**src/rtl/spectrum_line_ctrl_pkg.sv**
```systemverilog
// Shared constants, fetch FSM encoding and the magnitude scaling helper
// for the spectrum line controller.
package spectrum_line_ctrl_pkg;

  localparam int H_LCD_DISP  = 480;
  localparam int LCD_MAX_LEN = H_LCD_DISP - 1;
  localparam int ADDR_W      = 8;
  localparam int BIN_W       = 7;
  localparam int DATA_W      = 16;
  localparam int LAT_W       = 2;

  typedef enum logic [1:0] {
    IDLE    = 2'd0,
    READ    = 2'd1,
    WAIT    = 2'd2,
    CAPTURE = 2'd3
  } fetch_state_e;

  // Shift the raw magnitude down and saturate it at the longest drawable bar.
  function automatic logic [DATA_W-1:0] scale_clamp(input logic [DATA_W-1:0] raw,
                                                    input int shift,
                                                    input int max_len);
    logic [DATA_W-1:0] len;
    len = raw >> shift;
    if (len > DATA_W'(max_len)) begin
      return DATA_W'(max_len);
    end else begin
      return len;
    end
  endfunction

endpackage

```
**src/rtl/spectrum_line_ctrl_buf_swap.sv**
```systemverilog
// Front/back buffer ownership between the display and the FFT writer;
// a filled back buffer is only swapped in at a frame boundary.
module spec_buf_swap
  import spectrum_line_ctrl_pkg::*;
(
  input  logic lcd_clk,
  input  logic sys_rst,
  input  logic fft_ready,
  input  logic frame_end,
  output logic buf_sel,
  output logic wr_buf_free
);

  logic pending_r;
  logic pending_nxt_s;
  logic buf_sel_r;
  logic buf_sel_nxt_s;
  logic wr_buf_free_r;

  // Swap decision at frame end, otherwise remember a ready back buffer.
  always_comb begin
    pending_nxt_s = pending_r;
    buf_sel_nxt_s = buf_sel_r;
    if (frame_end) begin
      if (pending_r | fft_ready) begin
        buf_sel_nxt_s = ~buf_sel_r;
        pending_nxt_s = 1'b0;
      end else begin
        buf_sel_nxt_s = buf_sel_r;
      end
    end else if (fft_ready) begin
      pending_nxt_s = 1'b1;
    end else begin
      pending_nxt_s = pending_r;
    end
  end

  // Swap state registers.
  always_ff @(posedge lcd_clk or posedge sys_rst) begin
    if (sys_rst) begin
      pending_r     <= 1'b0;
      buf_sel_r     <= 1'b0;
      wr_buf_free_r <= 1'b1;
    end else begin
      pending_r     <= pending_nxt_s;
      buf_sel_r     <= buf_sel_nxt_s;
      wr_buf_free_r <= ~pending_nxt_s;
    end
  end

  assign buf_sel     = buf_sel_r;
  assign wr_buf_free = wr_buf_free_r;

endmodule

```
**src/rtl/spectrum_line_ctrl.sv**
```systemverilog
// Per-line spectrum drawer sequencer: walks the frequency bins, fetches one
// magnitude per display request and turns it into a clamped bar length.
module spectrum_line_ctrl
  import spectrum_line_ctrl_pkg::*;
#(
  parameter int N_POINTS    = 128,
  parameter int RD_LAT      = 2,
  parameter int SCALE_SHIFT = 4,
  parameter int MAX_LEN     = LCD_MAX_LEN
) (
  input  logic              lcd_clk,
  input  logic              sys_rst,
  input  logic              frame_start,
  input  logic              data_req,
  input  logic              wr_over,
  input  logic              fft_ready,
  output logic              rd_en,
  output logic [ADDR_W-1:0] rd_addr,
  input  logic [DATA_W-1:0] rd_data,
  output logic [BIN_W-1:0]  line_cnt,
  output logic [DATA_W-1:0] line_length,
  output logic              buf_sel,
  output logic              wr_buf_free,
  output logic              frame_done,
  output logic              overrun
);

  fetch_state_e      state_r, state_nxt_s;
  logic [LAT_W-1:0]  lat_cnt_r, lat_cnt_nxt_s;
  logic              rd_en_r, rd_en_nxt_s;
  logic [ADDR_W-1:0] rd_addr_r, rd_addr_nxt_s;
  logic [DATA_W-1:0] cap_r, cap_nxt_s;
  logic [DATA_W-1:0] line_length_r, line_length_nxt_s;
  logic              overrun_r, overrun_nxt_s;
  logic [BIN_W-1:0]  line_cnt_r, line_cnt_nxt_s;
  logic              frame_end_s;
  logic              frame_done_r;
  logic              buf_sel_s;

  // Fetch sequencing; frame_start aborts whatever fetch is in flight.
  always_comb begin
    state_nxt_s       = state_r;
    lat_cnt_nxt_s     = lat_cnt_r;
    rd_en_nxt_s       = 1'b0;
    rd_addr_nxt_s     = rd_addr_r;
    cap_nxt_s         = cap_r;
    line_length_nxt_s = line_length_r;
    overrun_nxt_s     = overrun_r;
    if (frame_start) begin
      state_nxt_s = IDLE;
    end else begin
      case (state_r)
        IDLE: begin
          if (data_req) begin
            state_nxt_s   = READ;
            rd_en_nxt_s   = 1'b1;
            rd_addr_nxt_s = {buf_sel_s, line_cnt_r};
          end else begin
            state_nxt_s = IDLE;
          end
        end
        READ: begin
          state_nxt_s   = WAIT;
          lat_cnt_nxt_s = LAT_W'(RD_LAT - 1);
        end
        WAIT: begin
          if (lat_cnt_r == {LAT_W{1'b0}}) begin
            state_nxt_s = CAPTURE;
            cap_nxt_s   = rd_data;
          end else begin
            lat_cnt_nxt_s = lat_cnt_r - LAT_W'(1);
          end
        end
        CAPTURE: begin
          line_length_nxt_s = scale_clamp(cap_r, SCALE_SHIFT, MAX_LEN);
          state_nxt_s       = IDLE;
        end
        default: begin
          state_nxt_s = IDLE;
        end
      endcase
      if (data_req && (state_r != IDLE)) begin
        overrun_nxt_s = 1'b1;
      end else begin
        overrun_nxt_s = overrun_r;
      end
    end
  end

  // Fetch state and registered fetch outputs.
  always_ff @(posedge lcd_clk or posedge sys_rst) begin
    if (sys_rst) begin
      state_r       <= IDLE;
      lat_cnt_r     <= {LAT_W{1'b0}};
      rd_en_r       <= 1'b0;
      rd_addr_r     <= {ADDR_W{1'b0}};
      cap_r         <= {DATA_W{1'b0}};
      line_length_r <= {DATA_W{1'b0}};
      overrun_r     <= 1'b0;
    end else begin
      state_r       <= state_nxt_s;
      lat_cnt_r     <= lat_cnt_nxt_s;
      rd_en_r       <= rd_en_nxt_s;
      rd_addr_r     <= rd_addr_nxt_s;
      cap_r         <= cap_nxt_s;
      line_length_r <= line_length_nxt_s;
      overrun_r     <= overrun_nxt_s;
    end
  end

  // Bin counter; only a wrap caused by wr_over marks a frame end.
  always_comb begin
    line_cnt_nxt_s = line_cnt_r;
    frame_end_s    = 1'b0;
    if (frame_start) begin
      line_cnt_nxt_s = {BIN_W{1'b0}};
    end else if (wr_over) begin
      if (line_cnt_r == BIN_W'(N_POINTS - 1)) begin
        line_cnt_nxt_s = {BIN_W{1'b0}};
        frame_end_s    = 1'b1;
      end else begin
        line_cnt_nxt_s = line_cnt_r + BIN_W'(1);
      end
    end else begin
      line_cnt_nxt_s = line_cnt_r;
    end
  end

  // Bin counter and frame-done pulse registers.
  always_ff @(posedge lcd_clk or posedge sys_rst) begin
    if (sys_rst) begin
      line_cnt_r   <= {BIN_W{1'b0}};
      frame_done_r <= 1'b0;
    end else begin
      line_cnt_r   <= line_cnt_nxt_s;
      frame_done_r <= frame_end_s;
    end
  end

  spec_buf_swap u_buf_swap (
    .lcd_clk     (lcd_clk),
    .sys_rst     (sys_rst),
    .fft_ready   (fft_ready),
    .frame_end   (frame_end_s),
    .buf_sel     (buf_sel_s),
    .wr_buf_free (wr_buf_free)
  );

  assign rd_en       = rd_en_r;
  assign rd_addr     = rd_addr_r;
  assign line_cnt    = line_cnt_r;
  assign line_length = line_length_r;
  assign buf_sel     = buf_sel_s;
  assign frame_done  = frame_done_r;
  assign overrun     = overrun_r;

endmodule

```
**config.mk**
```make
export PLATFORM = sky130hd
export DESIGN_NAME = spectrum_line_ctrl
export DESIGN_NICKNAME = d
export VERILOG_FILES = /design/src/rtl/spectrum_line_ctrl_pkg.sv /design/src/rtl/spectrum_line_ctrl_buf_swap.sv /design/src/rtl/spectrum_line_ctrl.sv
export SDC_FILE = /design/constraint.sdc
export NUM_CORES = 1
export LEC_CHECK = 0
export BUFFER_PORTS_ARGS = -buffer_cell sky130_fd_sc_hd__buf_2
export CAP_MARGIN = 25
export CORE_MARGIN = 2
export CORE_UTILIZATION = 48
export CTS_BUF_LIST = sky130_fd_sc_hd__clkbuf_2
export DETAILED_ROUTE_END_ITERATION = 6
export PLACE_DENSITY_LB_ADDON = 0.05
export SYNTH_ARGS = -nofsm -noshare
export SYNTH_HDL_FRONTEND = slang
export SYNTH_SLANG_ARGS = --single-unit
```
**constraint.sdc**
```tcl
create_clock -name lcd_clk -period 1.5 [get_ports lcd_clk]
set_input_delay 0.075 -clock lcd_clk [delete_from_list [all_inputs] [get_ports lcd_clk]]
set_output_delay 0.075 -clock lcd_clk [all_outputs]
set_load 0.02 [all_outputs]
```
# After elaboration in Yosys (flattened, before gate mapping)
# Index checks and enable logic that the tools add are counted.
# W data, S select, Z words.
[op_classes]
n_lt_le_gt_ge = 1
n_mul = 0
reduce_logical = 12
div = 0
add_sub_neg = 2
n_shift = 0
n_bitwise = 4
eq_ne = 6
n_mux = 19
[op_table]
columns = ["operator", "n"]
rows = [
  ["$mux W7", 3],
  ["$gt A12 B9 Y1 const B", 1],
  ["$mux W12", 1],
  ["$mux W1", 10],
  ["$reduce_and A3 Y1", 3],
  ["$pmux W2 S4", 1],
  ["$add A7 B1 Y7 const B", 1],
  ["$eq A7 B7 Y1 const B", 1],
  ["$mux W2", 3],
  ["$reduce_and A2 Y1", 3],
  ["$reduce_bool A2 Y1", 3],
  ["$eq A2 B2 Y1 const B", 2],
  ["$logic_not A2 Y1", 2],
  ["$pmux W2 S2", 1],
  ["$ne A3 B3 Y1 const B", 1],
  ["$not A1 Y1", 3],
  ["$eq A2 B1 Y1 const B", 1],
  ["$ne A2 B2 Y1 const B", 1],
  ["$sub A2 B1 Y2 const B", 1],
  ["$logic_and A1 B1 Y1", 1],
  ["$or A1 B1 Y1", 1],
]
[totals]
regBits = 57
wordCells = 56
latch_bits = 0
out_inout_bits = 36
romBits = 0
n_memories = 0
mem_bits_rw = 0
in_bits = 22

# Longest topological paths before layout
# Gate-level depths: netlist of the first run.
[depth]
ltp_word = 6
mapped_depth = 6
ltp_nobuf = 5

# Hierarchy
# From an unflattened synthesis of the first run, not the netlist that was laid out.
[unflattened]
hier_cells = 174
area_unflattened_um2 = 2159.6
[by_module_without_submodules]
columns = ["module", "cells_per_inst", "seq_area_each_um2", "instances", "area_each_um2"]
rows = [
  ["spectrum_line_ctrl", 165, 1151.1, 1, 2048.2],
  ["spec_buf_swap", 9, 76.3, 1, 111.4],
]

# Worst setup path before layout of the first run
# OpenSTA, ideal clock, no wires.
[synth_path]
kind = "reg2reg"
startpoint = "register state_r[0]"
endpoint = "register cap_r[10]"
setup_slack_ns = -0.074
path_buffers = 1
stages_incl_launch_ff = 7
arrival_time_ns = 1.446
period_less_slack_ns = 1.574
setup_ns = 0.128
required_time_ns = 1.372
path_cell_list = "dfrtp_1 -> inv_1 -> ha_1 -> nand2_1 -> or2_1 -> buf_2 -> mux2_1"
[synth_between]
elab_chain_cells = 2
[synth_rtl]
columns = ["item", "line", "text"]
rows = [
  ["start: declaration", "spectrum_line_ctrl.sv:28", "fetch_state_e state_r, state_nxt_s;"],
  ["start signal: assignment", "spectrum_line_ctrl.sv:101", "state_r <= state_nxt_s;"],
  ["$eq A2 B2 Y1", "spectrum_line_ctrl.sv:52", "case (state_r)"],
  ["$reduce_and A3 Y1 (no source line)", "n/a", ""],
  ["end signal: assignment", "spectrum_line_ctrl.sv:97", "cap_r <= {DATA_W{1'b0}};"],
  ["end signal: assignment", "spectrum_line_ctrl.sv:105", "cap_r <= cap_nxt_s;"],
  ["end: declaration", "spectrum_line_ctrl.sv:32", "logic [DATA_W-1:0] cap_r, cap_nxt_s;"],
]
# Every way passes these cells.
# A chain may end at the register's enable or synchronous reset.

# Worst setup path after layout of the first run
[layout_path]
startpoint = "register state_r[0]"
endpoint = "register rd_addr_r[0] (netlist: rd_addr[0])"
[layout_between]
elab_chain_cells = 2
[layout_rtl]
columns = ["item", "line", "text"]
rows = [
  ["$logic_not A2 Y1", "spectrum_line_ctrl.sv:52", ""],
  ["$reduce_and A3 Y1 (no source line)", "n/a", ""],
  ["end signal: assignment", "spectrum_line_ctrl.sv:96", "rd_addr_r <= {ADDR_W{1'b0}};"],
  ["end signal: assignment", "spectrum_line_ctrl.sv:104", "rd_addr_r <= rd_addr_nxt_s;"],
  ["end: declaration", "spectrum_line_ctrl.sv:31", "logic [ADDR_W-1:0] rd_addr_r, rd_addr_nxt_s;"],
]
# Every way passes these cells.

==> results of run 1 <==
==> registers in the layout, indices dropped and copies added, names as in the netlist <==
register,flops
rd_addr,8
line_length,12
overrun,1
line_cnt,7
u_buf_swap.pending_r,1
state_r,2
cap_r,12
frame_done,1
lat_cnt_r,2
u_buf_swap.wr_buf_free,1
u_buf_swap.buf_sel,1
rd_en,1
==> worst max path at each step <==
stage / startpoint / to / slack [ns]
finish: state_r[0]$_DFFE_PP0P_ / rd_addr[0]$_DFFE_PP0P_ / -0.06
global route: state_r[0]$_DFFE_PP0P_ / rd_addr[1]$_DFFE_PP0P_ / -0.12
CTS: lat_cnt_r[1]$_DFFE_PP0P_ / cap_r[5]$_DFFE_PP0P_ / -0.02
detailed placement: lat_cnt_r[0]$_DFFE_PP0P_ / cap_r[4]$_DFFE_PP0P_ / -0.03
global placement: state_r[0]$_DFFE_PP0P_ / cap_r[6]$_DFFE_PP0P_ / 0.02
floorplan: state_r[0]$_DFFE_PP0P_ / cap_r[10]$_DFFE_PP0P_ / 0.005
==> through the flow <==
stage | area, µm² | cells | util | hold slack, ns
detailed placement | 2490 | 274 | 0.609 | -0.00325
global route | 2930 | 308 | 0.716 | -0.000604
finish | 2930 | 308 | 0.716 | 0.0527
global placement | 2490 | 274 | 0.609 | -0.0133
floorplan | 2120 | 173 | - | 0.207
CTS | 2880 | 305 | 0.704 | 0.0236
==> layout make-up <==
type,instances,area share
Timing Repair Buffer,86,0.219
Clock inverter,3,0.0141
Tap cell,50,0.0214
Sequential cell,49,0.419
Multi-Input combinational cell,109,0.310
Inverter,6,0.00769
Clock buffer,5,0.00855
==> layout by cell type (no fill, tap or decap), drive strengths merged, types with 3 or more instances in the layout <==
cell type and n:
nand2 11, a21oi 7, o21ai 6, or2 3, nor2 19, nand2b 3
mux2 20, and2 4, xor2 4, dfrtp 48, clkbuf 5, dlygate4sd3 17
buf 69, inv 6, ha 6, conb 4, or3 3
==> power breakdown <==
group	switching, W	internal, W	total (W)	leakage [nW]
registers	0.000241	0.00167	0.00191	0.626
logic	0.000788	0.000860	0.00165	0.852
clock network	0.000425	0.000275	0.000701	0.0366
==> cell families after synthesis <==
family,after synthesis,synth area share
AND/OR/NAND/NOR,52,0.131
buffers and inverters,15,0.0354
adder cells (fa/ha/maj),6,0.0360
flip-flops,49,0.588
AO/OA/AOI/OAI,20,0.0689
XOR/XNOR,5,0.0210
other,1,0.00180
multiplexers,22,0.118
==> repair_timing <==
action	in CTS	in global routing
setup endpoints to repair	17	27
hold endpoints to repair	67	0
cloned	2	0
resized for setup	19	10
buffers inserted	4	4
pin swaps	4	0
hold buffers	17	0
==> critical path, cell delays in order, from the launching register on <==
cell,delay (ns)
sky130_fd_sc_hd__dfrtp_1,0.44
sky130_fd_sc_hd__inv_2,0.07
sky130_fd_sc_hd__buf_6,0.12
sky130_fd_sc_hd__ha_4,0.15
sky130_fd_sc_hd__nand3b_1,0.13
sky130_fd_sc_hd__buf_6,0.13
sky130_fd_sc_hd__buf_16,0.10
sky130_fd_sc_hd__mux2_2,0.33
==> metal layers <==
| metal | up-vias | wire (µm) | track usage |
|---|---|---|---|
| li1 | 739 | - | - |
| met1 | 775 | 1970 | 0.249 |
| met2 | 38 | 2180 | 0.321 |
| met3 | 5 | 187 | 0.0534 |
| met4 | 0 | 54 | 0.0513 |
| met5 | - | 0 | 0 |
==> cells in the mapped netlist <==
master                       n  area (µm²)
sky130_fd_sc_hd__a211oi_1    1        7.51
sky130_fd_sc_hd__a21boi_0    1        7.51
sky130_fd_sc_hd__a21oi_1     7        35.0
sky130_fd_sc_hd__a221oi_2    1        15.0
sky130_fd_sc_hd__a31o_1      1        8.76
sky130_fd_sc_hd__a41oi_2     1        16.3
sky130_fd_sc_hd__and2_1      4        25.0
sky130_fd_sc_hd__buf_2       2        10.0
sky130_fd_sc_hd__buf_4       4        30.0
sky130_fd_sc_hd__clkbuf_1    3        11.3
sky130_fd_sc_hd__conb_1      1        3.75
sky130_fd_sc_hd__dfrtp_1    48        1200
sky130_fd_sc_hd__dfstp_2     1        26.3
sky130_fd_sc_hd__ha_1        6        75.1
sky130_fd_sc_hd__inv_1       6        22.5
sky130_fd_sc_hd__mux2_1     10         113
sky130_fd_sc_hd__mux2_2     10         113
sky130_fd_sc_hd__mux2i_1     2        20.0
sky130_fd_sc_hd__nand2_1    11        41.3
sky130_fd_sc_hd__nand2b_1    3        18.8
sky130_fd_sc_hd__nand3b_1    2        15.0
sky130_fd_sc_hd__nand4_2     1        12.5
sky130_fd_sc_hd__nand4bb_1   1        11.3
sky130_fd_sc_hd__nor2_1     19        71.3
sky130_fd_sc_hd__nor2b_1     1        6.26
sky130_fd_sc_hd__nor3_1      1        5.00
sky130_fd_sc_hd__nor3_2      1        10.0
sky130_fd_sc_hd__nor3b_1     1        7.51
sky130_fd_sc_hd__nor4_2      1        12.5
sky130_fd_sc_hd__o2111ai_2   1        15.0
sky130_fd_sc_hd__o21ai_0     6        30.0
sky130_fd_sc_hd__o2bb2ai_1   1        8.76
sky130_fd_sc_hd__or2_1       2        12.5
sky130_fd_sc_hd__or2_2       1        6.26
sky130_fd_sc_hd__or3_1       3        18.8
sky130_fd_sc_hd__xnor2_1     1        8.76
sky130_fd_sc_hd__xor2_1      4        35.0
==> results.py, run 1 <==
metrics = {
    "routing": {
        "drt_first_iter_violations": 77,
        "drtPass1Iterations": 4,
        "remaining_drc_errors": 0,
        "average_vias_per_placed_instance": 5.06,
        "detailed_route_via_count": 1557,
        "routed_wl_mm": 4.39,
        "ant_nets": 0,
        "wl_per_cell_um": 14.3,
    },
    "floorplan": {
        "die_height_um": 69.9,
        "io_pins": 58,
        "site_row_count": 23,
        "fp.dieW_um": 69.9,
        "design.die.area_mm2": 0.00489,
        "initial_utilization": 0.511,
        "coreArea_mm2": 0.00409,
    },
    "clocking": {
        "cts_made_buffers": 5,
        "clk_transition_reported_paths_ns": 0.26,
        "tritoncts": "done",
        "clk-insertion-delay-late_ns": 0.43,
        "clock_sinks": 49,
        "h-tree-depth": 2,
        "ctsRootBufferMaster": "sky130_fd_sc_hd__clkbuf_2",
        "clk_path_buf_depth": 2,
    },
    "layout": {
        "seqCellArea_mm2": 0.00123,
        "drive_gt1_frac": 0.446,
        "nNetsFinal": 285,
        "multi_input_area_um2": 907,
        "antenna-diode-count": 0,
        "fillerInstances": 301,
        "layout-area-overhead-vs-synth_pct": 40.3,
    },
    "sta": {
        "maximum_clock_frequency_mhz": 643,
        "finalSetupViolations": 14,
        "grt_setup_unrepaired": "yes",
        "layout_worst_path_cycle_share": 1.04,
        "setup_tns_ns": -0.425,
        "hold_viol": 0,
        "period_minus_slack_ns": 1.56,
        "timing.clock.skew_ns": 0.0223,
        "slew_viol_final": 0,
        "setup_ws_ns": -0.0563,
    },
    "logic_synthesis": {
        "synth_area_per_cell_um2": 12.3,
        "synth_cell_types": 37,
        "synthesis.yosys.warnings": 0,
        "mappedNetlistArea_mm2": 0.00209,
        "yosysSeqAreaShare": 0.588,
        "synthesis.instances": 170,
        "synth.ff_latch_count": 49,
    },
    "critical_path": {
        "cp_data_arrival_time_ns": 1.89,
        "required_time_worst_endpoint_ns": 1.83,
        "endpoint_kind": "register",
        "timing.rr.end": "rd_addr[0]$_DFFE_PP0P_",
        "critical_path_class": "reg -> reg",
        "worst_r2r_path_depth": 7,
        "flop_to_flop_setup_slack_ns": -0.06,
        "timing.critical_path.from_type": "register",
        "worst_r2r_startpoint": "state_r[0]$_DFFE_PP0P_",
        "critical_path_peak_fanout": 4,
    },
    "global_routing": {
        "via_count_of_the_first_global_routing_pass": 1564,
        "wire_length_of_the_first_global_routing_pass_mm": 7.44,
        "initial_antenna_violation_count": 0,
        "gr-usage-all-layers": 0.193,
        "grt_start_max_net_pins": 42,
        "gr-total-overflow": 0,
    },
    "placement": {
        "placement.setup.worst_slack_ns": -0.0309,
        "numPortBuffers": 49,
        "place.gp.congestion": 0.730,
        "final_hpwl_dp_mm": 2.86,
    },
    "job": {
        "cap_viol_max_count": 0,
    },
    "hold_path": {
        "min-delay-path-class": "in -> async",
    },
    "power_and_ir_drop": {
        "power.density_mw_per_mm2": 1460,
        "total_leakage_power_nw": 1.51,
        "peakVddDrop_mv": 0.904,
        "power.total_w": 0.00426,
    },
    "run_status": {
        "status": "complete, but fails checks",
        "failed_checks": "setup timing",
    },
}
Note: power is estimated with default switching activity, not from simulation.
==> run 2, diff against run 1 <==
--- a/config.mk
+++ b/config.mk
@@ -12,6 +12,7 @@
 export CTS_BUF_LIST = sky130_fd_sc_hd__clkbuf_2
 export DETAILED_ROUTE_END_ITERATION = 6
 export PLACE_DENSITY_LB_ADDON = 0.05
+export SKIP_LAST_GASP = 1
 export SYNTH_ARGS = -nofsm -noshare
 export SYNTH_HDL_FRONTEND = slang
 export SYNTH_SLANG_ARGS = --single-unit
==> run 2 against run 1 <==
  * The flow still finishes with violations (setup timing)
  * Combinational power about the same
  * Non-clock buffer count unchanged
  * Via count increased by 0.83%
  * Cell count unchanged
  * Sequential power about the same
  * Wire length decreased by 0.34%
  * Worst hold slack got worse by 0.011 ns
  * Sequential share of layout area increased by 0.13 points
  * Largest cell class unchanged
==> results.py, run 2 (same netlist as run 1, synthesis figures left out) <==
metrics = {
    "sta": {
        "setup_ws_ns": -0.0424,
        "grt_setup_unrepaired": "yes",
        "period_minus_slack_ns": 1.54,
        "layout_worst_path_cycle_share": 1.03,
        "hold_viol": 0,
        "finalSetupViolations": 11,
        "slew_viol_final": 0,
        "maximum_clock_frequency_mhz": 648,
        "timing.clock.skew_ns": 0.0322,
    },
    "hold_path": {
        "min-delay-path-class": "in -> async",
    },
    "routing": {
        "drt-met1-wl_mm": 1.94,
        "detailed_route_via_count": 1570,
        "wl_per_cell_um": 14.2,
        "remaining_drc_errors": 0,
        "met3_length_um": 229,
        "dr_wl_met2_mm": 2.18,
        "drtPass1Iterations": 4,
        "drt_first_iter_violations": 71,
        "ant_nets": 0,
        "dr.max_layer_used": "met4",
        "routed_wl_mm": 4.37,
        "average_vias_per_placed_instance": 5.10,
    },
    "layout": {
        "instances_no_fill": 308,
        "antenna-diode-count": 0,
        "mostFrequentLayoutCell": "sky130_fd_sc_hd__buf_2",
        "post_route_cell_area_mm2": 0.00292,
        "nNetsFinal": 285,
        "drive_gt1_frac": 0.442,
        "most_frequent_cells_in_the_layout": "sky130_fd_sc_hd__buf_2 (49), sky130_fd_sc_hd__dfrtp_1 (47), sky130_fd_sc_hd__nor2_1 (19)",
        "layout-area-overhead-vs-synth_pct": 40.0,
    },
    "critical_path": {
        "endpoint_kind": "register",
        "cp_slowest_cell": "sky130_fd_sc_hd__dfrtp_1",
        "slowest_delay_ns": 0.46,
        "critical_path.cell_chain": "inv_2 -> ha_4 -> nand2_2 -> or2_4 -> buf_12 -> mux2_4",
        "timing.critical_path.from_type": "register",
        "flop_to_flop_setup_slack_ns": -0.04,
        "worst-path-buf-inv": 2,
        "worst_r2r_path_depth": 6,
        "critical_path_class": "reg -> reg",
        "timing.rr.end": "cap_r[5]$_DFFE_PP0P_",
        "worst_r2r_startpoint": "state_r[0]$_DFFE_PP0P_",
        "critical_path_peak_fanout": 6,
        "cp_data_arrival_time_ns": 1.87,
        "worst_path_dominant_cell_family": "flip-flops",
        "required_time_worst_endpoint_ns": 1.83,
    },
    "global_routing": {
        "gr-total-overflow": 0,
        "initial_antenna_violation_count": 0,
        "grt_start_max_net_pins": 42,
        "via_count_of_the_first_global_routing_pass": 1564,
        "gr-usage-all-layers": 0.193,
        "wire_length_of_the_first_global_routing_pass_mm": 7.44,
    },
    "power_and_ir_drop": {
        "p_int_w": 0.00281,
        "peakVddDrop_mv": 0.906,
        "p_switching_w": 0.00146,
        "seq_power_share": 0.449,
        "power.total_w": 0.00426,
        "power.density_mw_per_mm2": 1460,
        "switching_share": 0.341,
        "power.share.combinational": 0.387,
        "total_leakage_power_nw": 1.51,
        "portion_of_total_power_attributed_to_the_clock_network": 0.164,
    },
    "clocking": {
        "clk-insertion-delay-late_ns": 0.44,
        "cts_made_buffers": 5,
        "h-tree-depth": 2,
        "ctsRootBufferMaster": "sky130_fd_sc_hd__clkbuf_2",
        "clk_path_buf_depth": 2,
        "tritoncts": "done",
        "clk_transition_reported_paths_ns": 0.26,
        "clock_sinks": 49,
    },
    "floorplan": {
        "site_row_count": 23,
        "initial_utilization": 0.511,
        "fp.dieW_um": 69.9,
        "die_height_um": 69.9,
        "io_pins": 58,
        "design.die.area_mm2": 0.00489,
        "coreArea_mm2": 0.00409,
    },
    "placement": {
        "placement.setup.worst_slack_ns": -0.0309,
        "final_hpwl_dp_mm": 2.86,
        "dp_cells": 274,
        "numPortBuffers": 49,
        "total_placed_instance_area_mm2": 0.00249,
        "place.gp.congestion": 0.730,
    },
    "run_status": {
        "failed_checks": "setup timing",
        "status": "complete, but fails checks",
    },
    "job": {
        "cap_viol_max_count": 0,
    },
}
==> run 2: final cells by class <==
type / instances / area [µm²]
clock buffers: 5 / 25.0
clock inverters: 3 / 41.3
fillers: 300 / 1160
inverters: 6 / 22.5
multi-input cells: 109 / 900
flip-flops and latches: 49 / 1230
well taps: 50 / 62.6
repair buffers: 86 / 642
==> run 2: power by group through the flow <==
| stage | combinational, W | clock (W) | sequential (W) |
|---|---|---|---|
| floorplan | 0.000622 | 0 | 0.00208 |
| global placement | 0.00121 | 0 | 0.00189 |
| detailed placement | 0.00128 | 0 | 0.00192 |
| CTS | 0.00160 | 0.000722 | 0.00189 |
| global route | 0.00180 | 0.000773 | 0.00197 |
| finish | 0.00165 | 0.000700 | 0.00192 |
==> run 2: worst max path at each step <==
stage	from	to	slack (ns)	depth (start not counted)
after floorplan	state_r[0]$_DFFE_PP0P_	cap_r[10]$_DFFE_PP0P_	0.005	6
after global placement	state_r[0]$_DFFE_PP0P_	cap_r[6]$_DFFE_PP0P_	0.02	6
after detailed placement	lat_cnt_r[0]$_DFFE_PP0P_	cap_r[4]$_DFFE_PP0P_	-0.03	6
after CTS	lat_cnt_r[1]$_DFFE_PP0P_	cap_r[5]$_DFFE_PP0P_	-0.02	6
after global routing	state_r[0]$_DFFE_PP0P_	cap_r[5]$_DFFE_PP0P_	-0.09	6
final	state_r[0]$_DFFE_PP0P_	cap_r[5]$_DFFE_PP0P_	-0.04	6
==> run 2: timing repair <==
action	4_1_cts	5_1_grt
hold buffers	17	0
pin swaps	4	0
setup buffers	4	4
setup endpoints to repair	17	27
resized for setup	18	10
gates cloned	2	0
endpoints found under the hold margin	67	0
==> run 2: through the flow <==
stage / setup TNS (ns) / util / hold slack (ns)
floorplan: 0 / - / 0.207
global placement: 0 / 0.609 / -0.0133
detailed placement: -0.181 / 0.609 / -0.00325
CTS: -0.117 / 0.703 / 0.0236
global route: -1.10 / 0.715 / 0.00103
finish: -0.242 / 0.715 / 0.0419
==> run 2: worst reg2reg max path: cells and delay by family, from the launching register on <==
family,cells,cell delay [ns]
flip-flops,1,0.46
adder cells (fa/ha/maj),1,0.15
multiplexers,1,0.29
buffers and inverters,2,0.25
AND/OR/NAND/NOR,2,0.32
==> run 2: metal layers <==
metal	vias up	GRT usage
met3	2	0.0534
met5	-	0
li1	740	-
met1	781	0.249
met2	47	0.321
met4	0	0.0513
==> run 3, diff against run 2 <==
--- a/config.mk
+++ b/config.mk
@@ -5,7 +5,7 @@
 export SDC_FILE = /design/constraint.sdc
 export NUM_CORES = 1
 export LEC_CHECK = 0
-export BUFFER_PORTS_ARGS = -buffer_cell sky130_fd_sc_hd__buf_2
+export BUFFER_PORTS_ARGS = -buffer_cell sky130_fd_sc_hd__buf_4
 export CAP_MARGIN = 25
 export CORE_MARGIN = 2
 export CORE_UTILIZATION = 48
==> run 3 against run 2 <==
  * Global-route usage up 0.34 points
  * Clock-buffer cell count is the same
  * Largest cell class unchanged
  * The run still ends with setup timing left
  * Clock power up 26%
  * Utilization rose by 2.6 points
  * Largest power group unchanged
  * Critical path type unchanged
  * Non-clock buffer count decreased by 1
  * Register-to-register slack better by 0.02 ns
==> results.py, run 3 (same netlist as run 1, synthesis figures left out) <==
metrics = {
    "floorplan": {
        "fp.dieW_um": 69.9,
        "initial_utilization": 0.511,
        "die_height_um": 69.9,
        "io_pins": 58,
        "site_row_count": 23,
        "coreArea_mm2": 0.00409,
        "design.die.area_mm2": 0.00489,
    },
    "critical_path": {
        "endpoint_kind": "register",
        "critical_path_peak_fanout": 6,
        "worst_r2r_path_depth": 6,
        "timing.critical_path.from_type": "register",
        "critical_path_class": "reg -> reg",
        "required_time_worst_endpoint_ns": 1.86,
        "cp_data_arrival_time_ns": 1.88,
    },
    "layout": {
        "antenna-diode-count": 0,
        "instances_no_fill": 307,
        "drive_gt1_frac": 0.447,
        "nNetsFinal": 284,
        "mostFrequentLayoutCell": "sky130_fd_sc_hd__buf_4",
        "layout-area-overhead-vs-synth_pct": 45.1,
        "most_frequent_cells_in_the_layout": "sky130_fd_sc_hd__buf_4 (63), sky130_fd_sc_hd__dfrtp_1 (47), sky130_fd_sc_hd__nor2_1 (19)",
    },
    "routing": {
        "drtPass1Iterations": 4,
        "wl_per_cell_um": 15.5,
        "average_vias_per_placed_instance": 5.16,
        "detailed_route_via_count": 1584,
        "remaining_drc_errors": 0,
        "routed_wl_mm": 4.75,
        "ant_nets": 0,
        "drt_first_iter_violations": 89,
    },
    "clocking": {
        "clk-insertion-delay-late_ns": 0.44,
        "clock_sinks": 49,
        "tritoncts": "done",
        "cts_made_buffers": 5,
        "clk_path_buf_depth": 2,
        "clk_transition_reported_paths_ns": 0.26,
        "ctsRootBufferMaster": "sky130_fd_sc_hd__clkbuf_2",
        "h-tree-depth": 2,
    },
    "power_and_ir_drop": {
        "power.density_mw_per_mm2": 1500,
        "total_leakage_power_nw": 1.53,
        "peakVddDrop_mv": 0.895,
    },
    "global_routing": {
        "gr-usage-all-layers": 0.196,
        "initial_antenna_violation_count": 0,
        "gr-total-overflow": 0,
        "via_count_of_the_first_global_routing_pass": 1645,
        "grt_start_max_net_pins": 20,
        "wire_length_of_the_first_global_routing_pass_mm": 7.62,
    },
    "sta": {
        "hold_viol": 0,
        "setup_tns_ns": -0.0701,
        "period_minus_slack_ns": 1.52,
        "grt_setup_unrepaired": "yes",
        "setup_ws_ns": -0.0200,
        "slew_viol_final": 0,
        "maximum_clock_frequency_mhz": 658,
        "timing.clock.skew_ns": 0.0277,
        "layout_worst_path_cycle_share": 1.01,
        "finalSetupViolations": 6,
    },
    "job": {
        "cap_viol_max_count": 0,
    },
    "placement": {
        "final_hpwl_dp_mm": 3.07,
        "place.gp.congestion": 0.684,
        "dp_cells": 275,
        "numPortBuffers": 49,
    },
    "run_status": {
        "failed_checks": "setup timing",
        "status": "complete, but fails checks",
    },
    "hold_path": {
        "min-delay-path-class": "in -> async",
    },
}
==> run 3: changes by cell type in the layout (fill, tap and decap cells not counted), sizes merged <==
| cell | delta |
|---|---|
| buf | -2 |
| bufinv | +1 |
| inv | +1 |
| clkbuf | +1 |
| clkinv | -1 |
| clkinvlp | -1 |
==> run 3: worst max-delay path, stage by stage (launching register included) <==
cell                        delay [ns]
sky130_fd_sc_hd__dfrtp_1          0.45
sky130_fd_sc_hd__inv_2            0.09
sky130_fd_sc_hd__ha_4             0.13
sky130_fd_sc_hd__nand2_2          0.05
sky130_fd_sc_hd__or2_4            0.28
sky130_fd_sc_hd__clkbuf_16        0.17
sky130_fd_sc_hd__mux2_4           0.29
==> run 3: cell type report <==
cell class                 count  area, µm²
multi-input combinational    109        898
clock buffer                   5       25.0
fill                         295       1060
timing repair buffer          85        722
sequential                    49       1230
clock inverter                 3       68.8
tap                           50       62.6
inverter                       6       22.5
==> run 3: power by group <==
part	internal (W)	switching, W	total (W)
logic	0.000926	0.000785	0.00171
registers	0.00168	0.000256	0.00193
clock network	0.000454	0.000431	0.000885
total	0.00306	0.00147	0.00453
==> run 3: path summary, 6_finish.rpt <==
check                                           start                          end  slack (ns)
setup / recovery               state_r[0]$_DFFE_PP0P_        cap_r[15]$_DFFE_PP0P_       -0.02
hold / removal                                sys_rst  line_length[11]$_DFFE_PP0P_        0.13
setup reg to reg               state_r[0]$_DFFE_PP0P_        cap_r[15]$_DFFE_PP0P_       -0.02
hold reg to reg            line_length[6]$_DFFE_PP0P_   line_length[6]$_DFFE_PP0P_        0.51
max in group asynchronous                     sys_rst        cap_r[11]$_DFFE_PP0P_        0.80
min in group lcd_clk                       rd_data[4]         cap_r[4]$_DFFE_PP0P_        0.39
==> run 3: timing repair <==
action | CTS | global route
setup buffers | 3 | 4
pin swaps | 2 | 5
gates cloned | 1 | 1
hold buffers | 17 | 0
endpoints found under the setup margin | 11 | 24
gates resized for setup | 4 | 23
hold endpoints to repair | 67 | 0
==> run 3: through the flow <==
stage           util  setup slack [ns]  hold slack (ns)  power, W  instance area (µm²)
2_1_floorplan      -           0.00492            0.207   0.00270                 2120
3_3_place_gp   0.637            0.0240           0.0790   0.00321                 2610
3_5_place_dp   0.637           -0.0220           0.0999   0.00330                 2610
4_1_cts        0.718          -0.00107            0.139   0.00432                 2930
5_1_grt        0.741           -0.0598            0.135   0.00479                 3030
6_report       0.741           -0.0200            0.134   0.00453                 3030
==> run 3: per-layer routing <==
metal / routed length, µm / GRT usage
met5: 0 / 0
met4: 102 / 0.0855
met3: 195 / 0.0390
met2: 2450 / 0.345
met1: 2000 / 0.232
